==> config.mk <==
export PLATFORM = sky130hd
export DESIGN_NAME = spark_pwm_capture
export DESIGN_NICKNAME = d
export VERILOG_FILES = /design/src/rtl/spark_pwm_pkg.sv /design/src/rtl/pwm_edge_sync.sv /design/src/rtl/spark_pwm_capture.sv
export SDC_FILE = /design/constraint.sdc
export NUM_CORES = 1
export LEC_CHECK = 0
export ABC_AREA = 0
export ABC_CLOCK_PERIOD_IN_PS = 3300
export CAP_MARGIN = 25
export CORE_MARGIN = 2
export CORE_UTILIZATION = 25
export DETAILED_ROUTE_END_ITERATION = 7
export GPL_TIMING_DRIVEN = 0
export PLACE_DENSITY_LB_ADDON = 0.2
export SLEW_MARGIN = 15
export SYNTH_ARGS = -nofsm -noshare
export SYNTH_HDL_FRONTEND = slang
export SYNTH_SLANG_ARGS = --single-unit
export TNS_END_PERCENT = 30
==> constraint.sdc <==
create_clock -name i_clock -period 3.3 [get_ports i_clock]
set_clock_uncertainty 0.1 [all_clocks]
set_input_delay 0.66 -clock i_clock [delete_from_list [all_inputs] [get_ports i_clock]]
set_output_delay 0.66 -clock i_clock [all_outputs]
set_load 0.03 [all_outputs]
==> src/rtl/spark_pwm_pkg.sv <==
// -----------------------------------------------------------------------------
// spark_pwm_pkg
// Purpose : shared timing constants, counter widths, the capture FSM state
//           type and a small helper for the SparkMax-style PWM path. The
//           transmitter's timing comments refer to the same limits.
// Ports   : none (package)
// -----------------------------------------------------------------------------
package spark_pwm_pkg;

  // Timing in microseconds unless noted otherwise.
  localparam int CLK_DIV_DEF       = 50;     // clock cycles per 1 us tick
  localparam int CENTER_US_DEF     = 1500;   // neutral pulse width
  localparam int DEADBAND_US_DEF   = 25;     // half-width of the stopped band
  localparam int MIN_HIGH_US_DEF   = 900;
  localparam int MAX_HIGH_US_DEF   = 2100;
  localparam int MIN_PERIOD_US_DEF = 5000;   // 200 Hz
  localparam int MAX_PERIOD_US_DEF = 20000;  // 50 Hz
  localparam int TIMEOUT_US_DEF    = 25000;  // no rising edge -> signal lost

  // Counter and output widths.
  localparam int HI_W    = 12;  // high-time counter, saturates at 4095
  localparam int PER_W   = 15;  // period counter, saturates at 32767
  localparam int RATIO_W = 8;

  typedef enum logic [1:0] {
    IDLE = 2'd0,
    HIGH = 2'd1,
    LOW  = 2'd2
  } cap_state_e;

  // Unsigned absolute difference, used for the distance from center.
  function automatic logic [HI_W-1:0] abs_diff(input logic [HI_W-1:0] a,
                                               input logic [HI_W-1:0] b);
    return (a > b) ? (a - b) : (b - a);
  endfunction

endpackage

==> src/rtl/pwm_edge_sync.sv <==
// -----------------------------------------------------------------------------
// pwm_edge_sync
// Purpose : brings an asynchronous PWM line into the clock domain through a
//           two-flop synchronizer and produces registered single-cycle
//           rise/fall pulses. Pulses appear three clocks after the pin moves.
// Ports   : i_clock  - clock
//           i_reset  - synchronous active-high reset (all flops to 0)
//           i_async  - asynchronous input line
//           o_rise   - one-cycle pulse on a 0->1 transition
//           o_fall   - one-cycle pulse on a 1->0 transition
// -----------------------------------------------------------------------------
module pwm_edge_sync (
  input  logic i_clock,
  input  logic i_reset,
  input  logic i_async,
  output logic o_rise,
  output logic o_fall
);

  logic r_sync1;
  logic r_sync2;
  logic r_prev;
  logic r_rise;
  logic r_fall;

  always_ff @(posedge i_clock) begin
    if (i_reset) begin
      r_sync1 <= 1'b0;
      r_sync2 <= 1'b0;
      r_prev  <= 1'b0;
      r_rise  <= 1'b0;
      r_fall  <= 1'b0;
    end else begin
      r_sync1 <= i_async;
      r_sync2 <= r_sync1;
      r_prev  <= r_sync2;
      r_rise  <= r_sync2 & ~r_prev;
      r_fall  <= ~r_sync2 & r_prev;
    end
  end

  assign o_rise = r_rise;
  assign o_fall = r_fall;

endmodule

==> src/rtl/spark_pwm_capture.sv <==
// -----------------------------------------------------------------------------
// spark_pwm_capture
// Purpose : measures high time and period of an RC-style PWM line in
//           microseconds and decodes it back to the 8-bit ratio + direction
//           used by the SparkMax transmitter. Flags out-of-spec periods and
//           a lost signal.
// Ports   : i_clock          - clock
//           i_reset          - synchronous active-high reset
//           i_capture_enable - low forces IDLE and clears the counters
//           i_pwm_in         - asynchronous PWM line
//           o_pwm_ratio      - decoded magnitude 0..255
//           o_pwm_direction  - 1 = forward (high time above center)
//           o_pwm_valid      - one-cycle pulse, new legal measurement applied
//           o_pwm_error      - one-cycle pulse, completed period out of spec
//           o_signal_lost    - level, no rising edge for TIMEOUT_US
//           o_high_us        - last measured high time in us
// -----------------------------------------------------------------------------
module spark_pwm_capture
  import spark_pwm_pkg::*;
#(
  parameter int CLK_DIV       = CLK_DIV_DEF,
  parameter int CENTER_US     = CENTER_US_DEF,
  parameter int DEADBAND_US   = DEADBAND_US_DEF,
  parameter int MIN_HIGH_US   = MIN_HIGH_US_DEF,
  parameter int MAX_HIGH_US   = MAX_HIGH_US_DEF,
  parameter int MIN_PERIOD_US = MIN_PERIOD_US_DEF,
  parameter int MAX_PERIOD_US = MAX_PERIOD_US_DEF,
  parameter int TIMEOUT_US    = TIMEOUT_US_DEF
) (
  input  logic               i_clock,
  input  logic               i_reset,
  input  logic               i_capture_enable,
  input  logic               i_pwm_in,
  output logic [RATIO_W-1:0] o_pwm_ratio,
  output logic               o_pwm_direction,
  output logic               o_pwm_valid,
  output logic               o_pwm_error,
  output logic               o_signal_lost,
  output logic [HI_W-1:0]    o_high_us
);

  localparam int PRE_W = (CLK_DIV > 1) ? $clog2(CLK_DIV) : 1;

  // ---------------------------------------------------------------------------
  // Input synchronization and edge detection
  // ---------------------------------------------------------------------------
  logic w_rise;
  logic w_fall;

  pwm_edge_sync u_edge_sync (
    .i_clock (i_clock),
    .i_reset (i_reset),
    .i_async (i_pwm_in),
    .o_rise  (w_rise),
    .o_fall  (w_fall)
  );

  // ---------------------------------------------------------------------------
  // 1 us prescaler; realigned on every rise so the error stays under 1 us.
  // ---------------------------------------------------------------------------
  logic [PRE_W-1:0] r_presc;
  logic             w_tick;

  assign w_tick = (r_presc == PRE_W'(CLK_DIV - 1));

  always_ff @(posedge i_clock) begin
    if (i_reset || w_rise || w_tick) begin
      r_presc <= '0;
    end else begin
      r_presc <= r_presc + PRE_W'(1);
    end
  end

  // ---------------------------------------------------------------------------
  // Counters. The *_eff values include the tick of the current cycle, so a
  // value latched on an edge equals the full elapsed microseconds.
  // ---------------------------------------------------------------------------
  logic [HI_W-1:0]  r_hi_cnt;
  logic [PER_W-1:0] r_per_cnt;
  logic [HI_W-1:0]  w_hi_eff;
  logic [PER_W-1:0] w_per_eff;

  assign w_hi_eff  = (w_tick && (r_hi_cnt != '1))  ? r_hi_cnt + HI_W'(1)   : r_hi_cnt;
  assign w_per_eff = (w_tick && (r_per_cnt != '1)) ? r_per_cnt + PER_W'(1) : r_per_cnt;

  // ---------------------------------------------------------------------------
  // FSM: state register / next-state / control strobes
  // ---------------------------------------------------------------------------
  cap_state_e r_state;
  cap_state_e w_state_next;
  logic       w_timeout;
  logic       w_clear;     // zero both counters
  logic       w_latch_hi;  // capture high time on fall
  logic       w_eval;      // judge a completed period
  logic       w_force_err; // rise while still high: missed fall
  logic       w_set_lost;

  assign w_timeout = (r_per_cnt >= PER_W'(TIMEOUT_US));

  always_ff @(posedge i_clock) begin
    if (i_reset) begin
      r_state <= IDLE;
    end else begin
      r_state <= w_state_next;
    end
  end

  always_comb begin
    w_state_next = r_state;
    if (!i_capture_enable) begin
      w_state_next = IDLE;
    end else begin
      unique case (r_state)
        IDLE: if (w_rise) w_state_next = HIGH;
        HIGH: begin
          if (w_timeout)   w_state_next = IDLE;
          else if (w_rise) w_state_next = HIGH;
          else if (w_fall) w_state_next = LOW;
        end
        LOW: begin
          // A fall here is a glitch and is ignored.
          if (w_timeout)   w_state_next = IDLE;
          else if (w_rise) w_state_next = HIGH;
        end
        default: w_state_next = IDLE;
      endcase
    end
  end

  always_comb begin
    w_clear     = 1'b0;
    w_latch_hi  = 1'b0;
    w_eval      = 1'b0;
    w_force_err = 1'b0;
    w_set_lost  = 1'b0;
    if (!i_capture_enable) begin
      w_clear = 1'b1;
    end else begin
      unique case (r_state)
        IDLE: w_clear = 1'b1;
        HIGH: begin
          if (w_timeout) begin
            w_clear    = 1'b1;
            w_set_lost = 1'b1;
          end else if (w_rise) begin
            w_clear     = 1'b1;
            w_force_err = 1'b1;
          end else if (w_fall) begin
            w_latch_hi = 1'b1;
          end
        end
        LOW: begin
          if (w_timeout) begin
            w_clear    = 1'b1;
            w_set_lost = 1'b1;
          end else if (w_rise) begin
            w_clear = 1'b1;
            w_eval  = 1'b1;
          end
        end
        default: w_clear = 1'b1;
      endcase
    end
  end

  always_ff @(posedge i_clock) begin
    if (i_reset || w_clear) begin
      r_hi_cnt  <= '0;
      r_per_cnt <= '0;
    end else begin
      if (r_state == HIGH) r_hi_cnt <= w_hi_eff;
      if ((r_state == HIGH) || (r_state == LOW)) r_per_cnt <= w_per_eff;
    end
  end

  // ---------------------------------------------------------------------------
  // Legality check and decode of the completed period
  // ---------------------------------------------------------------------------
  logic [HI_W-1:0]    r_high_us;
  logic [HI_W-1:0]    w_delta;
  logic [HI_W-2:0]    w_half;
  logic               w_legal;
  logic [RATIO_W-1:0] w_ratio;
  logic               w_dir;

  assign w_delta = abs_diff(r_high_us, HI_W'(CENTER_US));
  assign w_half  = w_delta[HI_W-1:1];

  assign w_legal = (r_high_us >= HI_W'(MIN_HIGH_US))     &&
                   (r_high_us <= HI_W'(MAX_HIGH_US))     &&
                   (w_per_eff >= PER_W'(MIN_PERIOD_US))  &&
                   (w_per_eff <= PER_W'(MAX_PERIOD_US));

  always_comb begin
    w_ratio = '0;
    w_dir   = 1'b0;
    if (w_delta > HI_W'(DEADBAND_US)) begin
      w_ratio = (w_half > (HI_W-1)'(255)) ? '1 : w_half[RATIO_W-1:0];
      w_dir   = (r_high_us > HI_W'(CENTER_US));
    end
  end

  // ---------------------------------------------------------------------------
  // Registered results. Outputs change together with the valid pulse.
  // ---------------------------------------------------------------------------
  logic [RATIO_W-1:0] r_ratio;
  logic               r_dir;
  logic               r_valid;
  logic               r_error;
  logic               r_lost;

  always_ff @(posedge i_clock) begin
    if (i_reset) begin
      r_ratio   <= '0;
      r_dir     <= 1'b0;
      r_valid   <= 1'b0;
      r_error   <= 1'b0;
      r_lost    <= 1'b0;
      r_high_us <= '0;
    end else begin
      r_valid <= 1'b0;
      r_error <= 1'b0;
      if (w_latch_hi) r_high_us <= w_hi_eff;
      if (w_set_lost) r_lost <= 1'b1;
      if (w_force_err) begin
        r_error <= 1'b1;
      end else if (w_eval) begin
        if (w_legal) begin
          r_valid <= 1'b1;
          r_ratio <= w_ratio;
          r_dir   <= w_dir;
          r_lost  <= 1'b0;
        end else begin
          r_error <= 1'b1;
        end
      end
    end
  end

  assign o_pwm_ratio     = r_ratio;
  assign o_pwm_direction = r_dir;
  assign o_pwm_valid     = r_valid;
  assign o_pwm_error     = r_error;
  assign o_signal_lost   = r_lost;
  assign o_high_us       = r_high_us;

endmodule
==> results.toml <==
[run_status]
status = "finished, final reports clean"

[final_layout]
n_fill_cell = 1646
drive_above_1_share_pct = 10.2
area_growth_pct = 23.8
diodes = 0
fin_nets = 533
regArea_mm2 = 0.00128
multi_input_area_mm2 = 0.00246

[clocking]
cts-root-buf = "clkbuf_16"
clk_transition_reported_paths_ns = 0.06
cts.sinks = 64
cts_tree = "done"
postCtsHoldBufs = 0
numCtsBuffers = 9
cts_max_level = 3
clk_latency_ns = 0.34
cts.path.max_buffers = 2

[placed_design]
dpl_worst_slack_ns = 0.0145
port-buffer-count = 26
hpwl_mm = 7.29
gp_congestion = 0.802

[global_route]
grt_max_degree = 12
grt_pass1_wl_mm = 16.4
overflow = 0
antenna_found_initial = 0
grtUsageTotal_pct = 12.3
grt_pass1_vias = 3343

[logic_synthesis]
synth_seq_cells = 64
seq_area_frac_synth_pct = 32.7
synth_common_cells = "73 x nor2_1, 64 x dfxtp_1, 30 x nand2_1"
ys.warnings.count = 0
yosys.area.top_type = "dfxtp_1"
syn-num-nets = 495
syn_area_mm2 = 0.00392
synth_top_area_share_pct = 32.7
avgSynthCellArea_um2 = 8.20
synth_cell_types = 72
syn_inst = 478
yosysMostFrequentCell = "nor2_1"
synth_edf_count = 0
synthTopCellsByArea = "dfxtp_1 33%, nor2_1 7.0%, xor2_1 5.8%"
synthFlopType = "dfxtp_1"
async_flop_share_pct = 0

[floorplan]
coreArea_mm2 = 0.0153
die_area_mm2 = 0.0167
die_y_um = 129
die_x_um = 129
rows = 45
initial_core_util_pct = 25.7
io_pins = 28

[worst_setup_path]
reg2reg_slack_ns = 0.24
cp_slowest_stage_delay_ns = 0.48
crit_fanout = 10
cp.arrival_ns = 3.16
crit_path_start_kind = "register"
path_delay_family = "simple AND/OR/NAND/NOR gates"
cp.required_ns = 3.40
critPathKind = "reg -> reg"
critPathLaunch = "r_per_cnt[0]"
cp.buffers_inverters = 1
crit_slowest_cell = "a2111o_2"
worstPathCellList = "ha_4 -> nand4_4 -> nor4_2 -> mux2i_1 -> a31oi_1 -> a2111o_2 -> nor3_1 -> and3_1 -> buf_6 -> o32ai_1"
end_kind = "register"
reg2reg_from = "r_per_cnt[0]"

[timing]
fin_crit_ns = 3.06
worst_slew_pin_slew_ns = 0.674
setup_viol = 0
hold_viol = 0
timing.fmax_mhz = 327
relSlewSlack_pct = 55.0
post-route-period-util_pct = 92.7
final_max_slew_viol_count = 0
layout_setup_ws_ns = 0.242

[pwr]
total_power_mw = 1.92
power_leakage_nw = 1.68
p_per_area_mw_per_mm2 = 395
peakVddDrop_mv = 0.227

[worst_hold_path]
hp-start = "u_edge_sync.r_prev"
min_path_type = "reg -> reg"

[drt]
drc = 0
drt-pass1-iter-count = 4
post_drt_via_cell_ratio = 4.80
num_vias = 3513
drt_wl_total_mm = 9.75
wl_per_cell_um = 13.3
first_iter_violations = 266
ant_nets = 0

[flow_run]
drv_cap = 0
-- per-stage QoR --
step / hold WS (ns) / area [µm²] / setup TNS [ns] / cells / utilization, %
after floorplan: 0.283 / 3920 / 0 / 478 / -
after global placement: 0.295 / 4450 / 0 / 715 / 29.1
after detailed placement: 0.298 / 4450 / 0 / 715 / 29.1
after CTS: 0.310 / 4790 / 0 / 731 / 31.4
after global routing: 0.327 / 4850 / -0.0770 / 732 / 31.8
final: 0.301 / 4850 / 0 / 732 / 31.8
-- layout make-up --
| type | count | share of cell area, % |
|---|---|---|
| multi-input combinational | 358 | 50.7 |
| sequential | 64 | 26.4 |
| timing repair buffer | 27 | 5.52 |
| tap | 211 | 5.44 |
| clock buffer | 11 | 5.00 |
| buffer | 31 | 2.89 |
| clock inverter | 5 | 2.14 |
| inverter | 25 | 1.93 |
-- power by group --
group	switching, mW	internal [mW]
clock network	0.350	0.758
logic	0.0178	0.0114
registers	0.00381	0.779
-- per-layer routing --
metal,vias to the layer above,track usage [%],part of all wire (%)
met3,12,3.59,3.7
met2,58,20.0,47
li1,1783,-,-
met4,0,3.52,1.4
met1,1660,15.8,48
met5,-,0,0
-- cells by family after synthesis --
group | count (synthesis) | share of synthesized area [%]
simple gates | 203 | 27.7
compound gates | 93 | 18.1
flops | 64 | 32.7
buf+inv | 56 | 5.97
xor+xnor | 43 | 9.80
fa+ha+maj | 13 | 4.15
mux | 6 | 1.56
-- what timing repair did --
item / 4_1_cts / 5_1_grt
buffers inserted: 0 / 1
gates resized for setup: 0 / 10
setup endpoints to repair: 0 / 11
-- worst reg2reg max path: cells and delay by family, from the launching register on --
kind	cells	cell delay, ns
buffers and inverters	1	0.15
DFF	1	0.43
adders and majority gates	1	0.22
AOI/OAI and AO/OA	3	0.77
and+or+nand+nor	4	0.93
muxes	1	0.33
-- registers in the layout (all words and copies together) (netlist names) --
signal	count
o_high_us	12
o_pwm_error	1
r_state	2
o_pwm_direction	1
o_signal_lost	1
r_presc	6
r_hi_cnt	12
r_per_cnt	15
u_edge_sync.r_sync2	1
u_edge_sync.r_prev	1
u_edge_sync.o_fall	1
u_edge_sync.o_rise	1
o_pwm_valid	1
o_pwm_ratio	8
u_edge_sync.r_sync1	1
-- final timing paths --
kind	cells after the start	endpoint
setup / recovery	10	o_pwm_ratio[0]
hold / removal	1	u_edge_sync.o_rise
setup reg to reg	10	o_pwm_ratio[0]
hold reg to reg	1	u_edge_sync.o_rise
-- cell usage in the layout, fill, tap and decap left out, types with 4 or more instances in the layout --
| master | n |
|---|---|
| nor2b_1 | 5 |
| or3_1 | 4 |
| mux2i_1 | 5 |
| nand3_1 | 21 |
| o21ai_0 | 6 |
| nor2_1 | 72 |
| a21oi_1 | 10 |
| and3_1 | 10 |
| clkbuf_1 | 23 |
| a211oi_1 | 18 |
| ha_1 | 11 |
| nand4_1 | 11 |
| o32ai_1 | 6 |
| nor4_1 | 4 |
| nor3_1 | 9 |
| a21o_1 | 6 |
| clkbuf_16 | 9 |
| nand2_1 | 30 |
| dfxtp_1 | 64 |
| clkdlybuf4s50_1 | 26 |
| o211ai_1 | 5 |
| xnor2_1 | 16 |
| xor2_1 | 26 |
| and4_1 | 4 |
| a31oi_1 | 7 |
| buf_2 | 4 |
| inv_1 | 25 |
No activity file was read; power rests on OpenSTA's default activity.
